### src/rtl/gs_pkg.sv
// Shared constants, FSM encoding and coordinate clamp for the 5x5 Gaussian window fetcher.
package gs_pkg;

  localparam int KSIZE = 5;
  localparam int KTAPS = KSIZE * KSIZE;
  localparam int KRAD  = 2;

  typedef enum logic [1:0] {
    ST_IDLE  = 2'd0,
    ST_RUN   = 2'd1,
    ST_FLUSH = 2'd2
  } gs_state_e;

  // Edge replication: pull a signed coordinate back into 0..hi.
  function automatic int gs_clamp(input int v, input int hi);
    if (v < 0) begin
      return 0;
    end else if (v > hi) begin
      return hi;
    end
    return v;
  endfunction

endpackage

### src/rtl/gs_win_cnt.sv
// Nested window counter: dx (innermost), dy, then output pixel x, y in raster order.
module gs_win_cnt
  import gs_pkg::*;
#(
  parameter int W_LOG2 = 8,
  parameter int H_LOG2 = 8
) (
  input  logic                clk,
  input  logic                rst_n,
  input  logic                clr_i,
  input  logic                adv_i,
  output logic [W_LOG2-1:0]   x_o,
  output logic [H_LOG2-1:0]   y_o,
  output logic signed [2:0]   dx_o,
  output logic signed [2:0]   dy_o,
  output logic [4:0]          tap_o,
  output logic                tap_last_o,
  output logic                frame_last_o
);

  localparam logic signed [2:0] D_MIN = 3'(-KRAD);
  localparam logic signed [2:0] D_MAX = 3'(KRAD);
  localparam logic [W_LOG2-1:0] X_MAX = '1;
  localparam logic [H_LOG2-1:0] Y_MAX = '1;

  logic [W_LOG2-1:0] x_q, x_d;
  logic [H_LOG2-1:0] y_q, y_d;
  logic signed [2:0] dx_q, dx_d;
  logic signed [2:0] dy_q, dy_d;
  logic [4:0]        tap_q, tap_d;

  always_comb begin
    x_d   = x_q;
    y_d   = y_q;
    dx_d  = dx_q;
    dy_d  = dy_q;
    tap_d = tap_q;
    if (clr_i) begin
      x_d   = '0;
      y_d   = '0;
      dx_d  = D_MIN;
      dy_d  = D_MIN;
      tap_d = '0;
    end else if (adv_i) begin
      if (dx_q != D_MAX) begin
        dx_d  = dx_q + 3'sd1;
        tap_d = tap_q + 5'd1;
      end else begin
        dx_d = D_MIN;
        if (dy_q != D_MAX) begin
          dy_d  = dy_q + 3'sd1;
          tap_d = tap_q + 5'd1;
        end else begin
          // Window complete: move to the next output pixel.
          dy_d  = D_MIN;
          tap_d = '0;
          if (x_q != X_MAX) begin
            x_d = x_q + W_LOG2'(1);
          end else begin
            x_d = '0;
            y_d = y_q + H_LOG2'(1);
          end
        end
      end
    end
  end

  always_ff @(posedge clk or negedge rst_n) begin
    if (!rst_n) begin
      x_q   <= '0;
      y_q   <= '0;
      dx_q  <= '0;
      dy_q  <= '0;
      tap_q <= '0;
    end else begin
      x_q   <= x_d;
      y_q   <= y_d;
      dx_q  <= dx_d;
      dy_q  <= dy_d;
      tap_q <= tap_d;
    end
  end

  assign x_o          = x_q;
  assign y_o          = y_q;
  assign dx_o         = dx_q;
  assign dy_o         = dy_q;
  assign tap_o        = tap_q;
  assign tap_last_o   = (dx_q == D_MAX) && (dy_q == D_MAX);
  assign frame_last_o = tap_last_o && (x_q == X_MAX) && (y_q == Y_MAX);

endmodule

### src/rtl/gs_win_fetch.sv
// Raster-order 5x5 neighbourhood read sequencer with clamped borders and tagged tap return.
// Handshake: a read is issued in every cycle rd_en=1; its byte returns exactly one cycle later
// on rd_valid and is forwarded as a tap. hold only blocks new issue, so one tap may follow it.
module gs_win_fetch
  import gs_pkg::*;
#(
  parameter int W_LOG2 = 8,
  parameter int H_LOG2 = 8,
  parameter int ADDR_W = 16
) (
  input  logic              clk,
  input  logic              rst_n,
  input  logic              start,
  input  logic              abort,
  input  logic              hold,
  output logic              rd_en,
  output logic [ADDR_W-1:0] rd_addr,
  input  logic              rd_valid,
  input  logic [7:0]        rd_data,
  output logic              tap_valid,
  output logic [7:0]        tap_data,
  output logic [4:0]        tap_idx,
  output logic              tap_last,
  output logic [W_LOG2-1:0] pix_x,
  output logic [H_LOG2-1:0] pix_y,
  output logic              frame_last,
  output logic              busy,
  output logic              done,
  output gs_state_e         dbg_state
);

  localparam int W   = 1 << W_LOG2;
  localparam int H   = 1 << H_LOG2;
  localparam int SXW = W_LOG2 + 2;
  localparam int SYW = H_LOG2 + 2;

  gs_state_e state_q, state_d;
  logic      abort_q, abort_d;
  logic      cnt_clr, cnt_adv;

  logic [W_LOG2-1:0] cnt_x;
  logic [H_LOG2-1:0] cnt_y;
  logic signed [2:0] cnt_dx, cnt_dy;
  logic [4:0]        cnt_tap;
  logic              cnt_tap_last, cnt_frame_last;

  gs_win_cnt #(
    .W_LOG2(W_LOG2),
    .H_LOG2(H_LOG2)
  ) u_cnt (
    .clk          (clk),
    .rst_n        (rst_n),
    .clr_i        (cnt_clr),
    .adv_i        (cnt_adv),
    .x_o          (cnt_x),
    .y_o          (cnt_y),
    .dx_o         (cnt_dx),
    .dy_o         (cnt_dy),
    .tap_o        (cnt_tap),
    .tap_last_o   (cnt_tap_last),
    .frame_last_o (cnt_frame_last)
  );

  // Sums are two bits wider than the image so -2 and W+1 stay distinct before clamping.
  logic signed [SXW-1:0] sx;
  logic signed [SYW-1:0] sy;
  logic [W_LOG2-1:0]     xc;
  logic [H_LOG2-1:0]     yc;

  assign sx = $signed({2'b00, cnt_x}) + SXW'(cnt_dx);
  assign sy = $signed({2'b00, cnt_y}) + SYW'(cnt_dy);
  assign xc = W_LOG2'(gs_clamp(int'(sx), W - 1));
  assign yc = H_LOG2'(gs_clamp(int'(sy), H - 1));

  always_comb begin
    state_d = state_q;
    abort_d = abort_q;
    cnt_clr = 1'b0;
    cnt_adv = 1'b0;
    rd_en   = 1'b0;
    done    = 1'b0;
    case (state_q)
      ST_IDLE: begin
        if (start) begin
          state_d = ST_RUN;
          abort_d = 1'b0;
          cnt_clr = 1'b1;
        end
      end
      ST_RUN: begin
        if (abort) begin
          state_d = ST_FLUSH;
          abort_d = 1'b1;
        end else if (!hold) begin
          rd_en   = 1'b1;
          cnt_adv = 1'b1;
          if (cnt_frame_last) begin
            state_d = ST_FLUSH;
          end
        end
      end
      ST_FLUSH: begin
        state_d = ST_IDLE;
        done    = !abort_q && !abort;
      end
      default: begin
        state_d = ST_IDLE;
      end
    endcase
  end

  always_ff @(posedge clk or negedge rst_n) begin
    if (!rst_n) begin
      state_q <= ST_IDLE;
      abort_q <= 1'b0;
    end else begin
      state_q <= state_d;
      abort_q <= abort_d;
    end
  end

  // Tap metadata travels one cycle behind the read so it lines up with rd_valid.
  logic              inflight_q;
  logic [4:0]        tap_idx_q;
  logic [W_LOG2-1:0] pix_x_q;
  logic [H_LOG2-1:0] pix_y_q;
  logic              tap_last_q, frame_last_q;

  always_ff @(posedge clk or negedge rst_n) begin
    if (!rst_n) begin
      inflight_q   <= 1'b0;
      tap_idx_q    <= '0;
      pix_x_q      <= '0;
      pix_y_q      <= '0;
      tap_last_q   <= 1'b0;
      frame_last_q <= 1'b0;
    end else begin
      inflight_q   <= rd_en;
      tap_last_q   <= rd_en && cnt_tap_last;
      frame_last_q <= rd_en && cnt_frame_last;
      if (rd_en) begin
        tap_idx_q <= cnt_tap;
        pix_x_q   <= cnt_x;
        pix_y_q   <= cnt_y;
      end
    end
  end

  // A return not matched by our own issue (e.g. one launched before reset) is dropped.
  assign tap_valid  = rd_valid && inflight_q;
  assign tap_data   = tap_valid ? rd_data : 8'd0;
  assign tap_idx    = tap_idx_q;
  assign tap_last   = tap_last_q;
  assign pix_x      = pix_x_q;
  assign pix_y      = pix_y_q;
  assign frame_last = frame_last_q;
  assign rd_addr    = rd_en ? ADDR_W'({yc, xc}) : '0;
  assign busy       = (state_q != ST_IDLE);
  assign dbg_state  = state_q;

endmodule

### config.mk
export PLATFORM = sky130hd
export DESIGN_NAME = gs_win_fetch
export DESIGN_NICKNAME = d
export VERILOG_FILES = /design/src/rtl/gs_pkg.sv /design/src/rtl/gs_win_cnt.sv /design/src/rtl/gs_win_fetch.sv
export SDC_FILE = /design/constraint.sdc
export NUM_CORES = 1
export LEC_CHECK = 0
export BUFFER_PORTS_ARGS = -buffer_cell sky130_fd_sc_hd__buf_2
export CAP_MARGIN = 20
export CORE_ASPECT_RATIO = 0.9
export CORE_MARGIN = 3
export CORE_UTILIZATION = 57
export DETAILED_ROUTE_END_ITERATION = 10
export PLACE_DENSITY = 0.81
export SYNTH_ARGS = -nofsm -noshare
export SYNTH_HDL_FRONTEND = slang
export SYNTH_SLANG_ARGS = --single-unit
### constraint.sdc
create_clock -name clk -period 2.7 [get_ports clk]
set_clock_uncertainty 0.15 [all_clocks]
set_input_delay 0.27 -clock clk [delete_from_list [all_inputs] [get_ports clk]]
set_output_delay 0.27 -clock clk [all_outputs]
set_load 0.005 [all_outputs]
==> results.json <==
{
  "outcome": "finished with violations",
  "violations": "setup timing",
  "synth.largest_area_cell": "dfrtp_1",
  "final_antenna_net_count": 0,
  "wire_per_inst_um": 19.6,
  "fmax_ghz": 0.334,
  "synthTopCellsByCount": "75 x nand2_1, 54 x dfrtp_1, 43 x nor2_1",
  "via_per_inst": 6.35,
  "dieArea_um2": 7850,
  "hold_viol_final": 0,
  "num_io_pins": 67,
  "insertion_delay_ps": 310,
  "grtUsageMet2_pct": 51.8,
  "critPathMostFrequentCell": "buf_6",
  "vias": 4180,
  "arrival_ps": 2580,
  "synth_top_cell_area_share_pct": 34.8,
  "io_buffers": 66,
  "synth_flop_cell": "dfrtp_1",
  "setup_violations": 17,
  "cts_sinks": 54,
  "ys_warn_count": 0,
  "slowest_stage": "dfrtp_2",
  "reg2reg_depth": 7,
  "grt_pass1_wl_um": 19500,
  "cts_max_path_buffers": 2,
  "top_usage_layer": "met2",
  "drive_gt1_share_pct": 37.7,
  "fin_crit_ps": 3000,
  "final_core_util_pct": 83.1,
  "clk_pin_slew_ps": 100,
  "avgSynthCellArea_um2": 8.62,
  "syn2layout_area_growth_pct": 35.7,
  "r2r-start": "u_cnt.dy_o[2]",
  "num-nets-final": 611,
  "synthCells": 451,
  "r2r_end": "u_cnt.y_o[7]",
  "drc_errors": 0,
  "finalCritPeriodShare_pct": 111,
  "synth_cell_type_count": 68,
  "yosys.cell_count.top_type": "nand2_1",
  "worstSetupPathType": "flip-flop to output port",
  "hold-path-cell-count": 3,
  "antenna_found_initial": 0,
  "dp_hpwl_um": 7900,
  "wl_um": 12900,
  "die_height_um": 84.3,
  "synth_seq_cells": 54,
  "synth_edf_count": 0,
  "htree_num_levels": 2,
  "endpoint_kind": "output port",
  "max-cap-violations": 0,
  "leakagePower_uw": 0.00271,
  "synth_nets": 492,
  "ys_async_sr_fraction_pct": 100,
  "synthTopCellsByArea": "dfrtp_1 35%, ha_1 8.0%, nand2_1 7.2%",
  "tightestPinTransition_ps": 686,
  "dr.pass1.iters": 6,
  "use_met1_pct": 39.1,
  "synth-seq-area-share_pct": 34.8,
  "fill_cells": 378,
  "diodes": 0,
  "finalPower_uw": 4190,
  "cts_tree": "built",
  "num_rows": 27,
  "start_util_pct": 61.2,
  "drt_iter0_drc": 493,
  "grt_use_total_pct": 30.3,
  "globalRouteOverflowTotal": 0,
  "drv_slew": 0,
  "cp_cell_sequence": "buf_6 -> ha_4 -> a211oi_4 -> o21a_1 -> buf_4 -> buf_6 -> nor3_2 -> mux2i_1 -> o2bb2ai_1 -> buf_2",
  "netlist_area_um2": 3890,
  "r2r_slack_ps": -10,
  "cts_buffers": 5,
  "gp_congestion": 0.928,
  "ir_drop_v": 0.000463,
  "worstHoldEndpoint": "frame_last",
  "worstPathRequired_ps": 2280,
  "grt_max_degree": 32,
  "start_kind": "flip-flop",
  "grt_pass1_vias": 3979,
  "slew-limit-headroom_pct": 54.3,
  "cp_slowest_stage_delay_ps": 540,
  "die-width_um": 93.1,
  "hold_class": "input pin to flip-flop",
  "core_area_um2": 6350,
  "grt.met3_usage_pct": 6.18,
  "holdWs_ps": 141,
  "power_density_nw_per_um2": 794,
  "hp-start": "hold",
  "worstPathMaxFanout": 7,
  "setup_ws_ps": -297,
  "cts_root_buffer": "clkbuf_8",
  "rsz0062_at_grt": "true"
}
## worst max-delay path by stage
stage	from	endpoint	slack, ps	cells past startpoint
after floorplan	u_cnt.dx_o[2]	rd_addr[7]	90	8
after global placement	u_cnt.dx_o[2]	rd_addr[7]	10	7
after detailed placement	u_cnt.dy_o[0]	rd_addr[9]	-20	8
after CTS	u_cnt.dx_o[2]	rd_addr[7]	-200	7
after global routing	u_cnt.dy_o[0]	rd_addr[14]	-480	10
final	u_cnt.dy_o[2]	rd_addr[14]	-300	10
## final cells by class
| class | instances | area, um^2 | share of cell area (%) |
|---|---|---|---|
| clock buffer | 7 | 96.3 | 1.83 |
| clock inverter | 1 | 8.76 | 0.166 |
| inverter | 16 | 60.1 | 1.14 |
| multi-input combinational | 361 | 2790 | 52.8 |
| sequential | 54 | 1360 | 25.7 |
| tap | 87 | 109 | 2.06 |
| timing repair buffer | 132 | 858 | 16.3 |
## where the power goes
part	internal (uW)	total (uW)	switching, uW	leakage, uW
clock network	236	505	270	0.0000544
registers	936	1090	150	0.000721
logic	1170	2600	1430	0.00193
## worst max-delay path, delay by kind of cell, from the launching register on
kind | cells | cell delay, ps
AOI/OAI and AO/OA | 3 | 660
buffers and inverters | 4 | 560
DFF | 1 | 540
adders and majority gates | 1 | 240
muxes | 1 | 220
and+or+nand+nor | 1 | 50
## cell usage in the layout, fill, tap and decap left out, types with 4 or more instances in the layout
cell type and count:
nand2_1 75, buf_2 66, buf_4 57, dfrtp_1 51
nor2_1 41, a21oi_1 19, inv_1 15, nand3_1 13
xor2_1 13, and3_1 13, ha_1 12, o21ai_0 11
a21o_1 8, ha_4 8, buf_6 8, a21oi_2 7
clkbuf_8 7, o21ai_1 6, and2_1 6, ha_2 5
mux2i_1 4, a211oi_2 4, xnor2_1 4, or3_1 4
a211oi_1 4, o22ai_1 4, nand4_1 4
## timing repair
item	4_1_cts	5_1_grt
resized for setup	63	31
endpoints found under the setup margin	16	16
hold buffers	1	0
pin swaps	26	20
hold endpoints to repair	30	0
buffers inserted	14	5
## routing by layer
layer / up-vias / share of wire [%] / wire length [um]
met4: 0 / 4.2 / 544
met3: 69 / 10 / 1290
met5: - / 0 / 0
met1: 1951 / 37 / 4800
met2: 308 / 49 / 6260
li1: 1852 / - / -
## logic make-up after synthesis
logic type | share of synthesized area [%]
flops | 34.8
xor+xnor | 4.28
compound gates | 20.9
mux | 1.03
buf+inv | 4.28
fa+ha+maj | 9.08
simple gates | 25.7
## per-stage QoR
step / TNS, ps / area (um^2) / cells / worst slack [ps]
global placement: 0 / 4570 / 630 / 14.9
detailed placement: -78.4 / 4570 / 630 / -21.8
floorplan: 0 / 3890 / 451 / 90.2
global route: -4840 / 5280 / 658 / -480
finish: -3030 / 5280 / 658 / -297
CTS: -2020 / 5090 / 653 / -200
## flip-flops by register name, summed over array words and instances (netlist names), 3 cells and up
name	count
pix_x	8
pix_y	8
tap_idx	5
u_cnt.dx_o	3
u_cnt.dy_o	3
u_cnt.tap_o	5
u_cnt.x_o	8
u_cnt.y_o	8
Note: power is estimated with default switching activity, not from simulation.
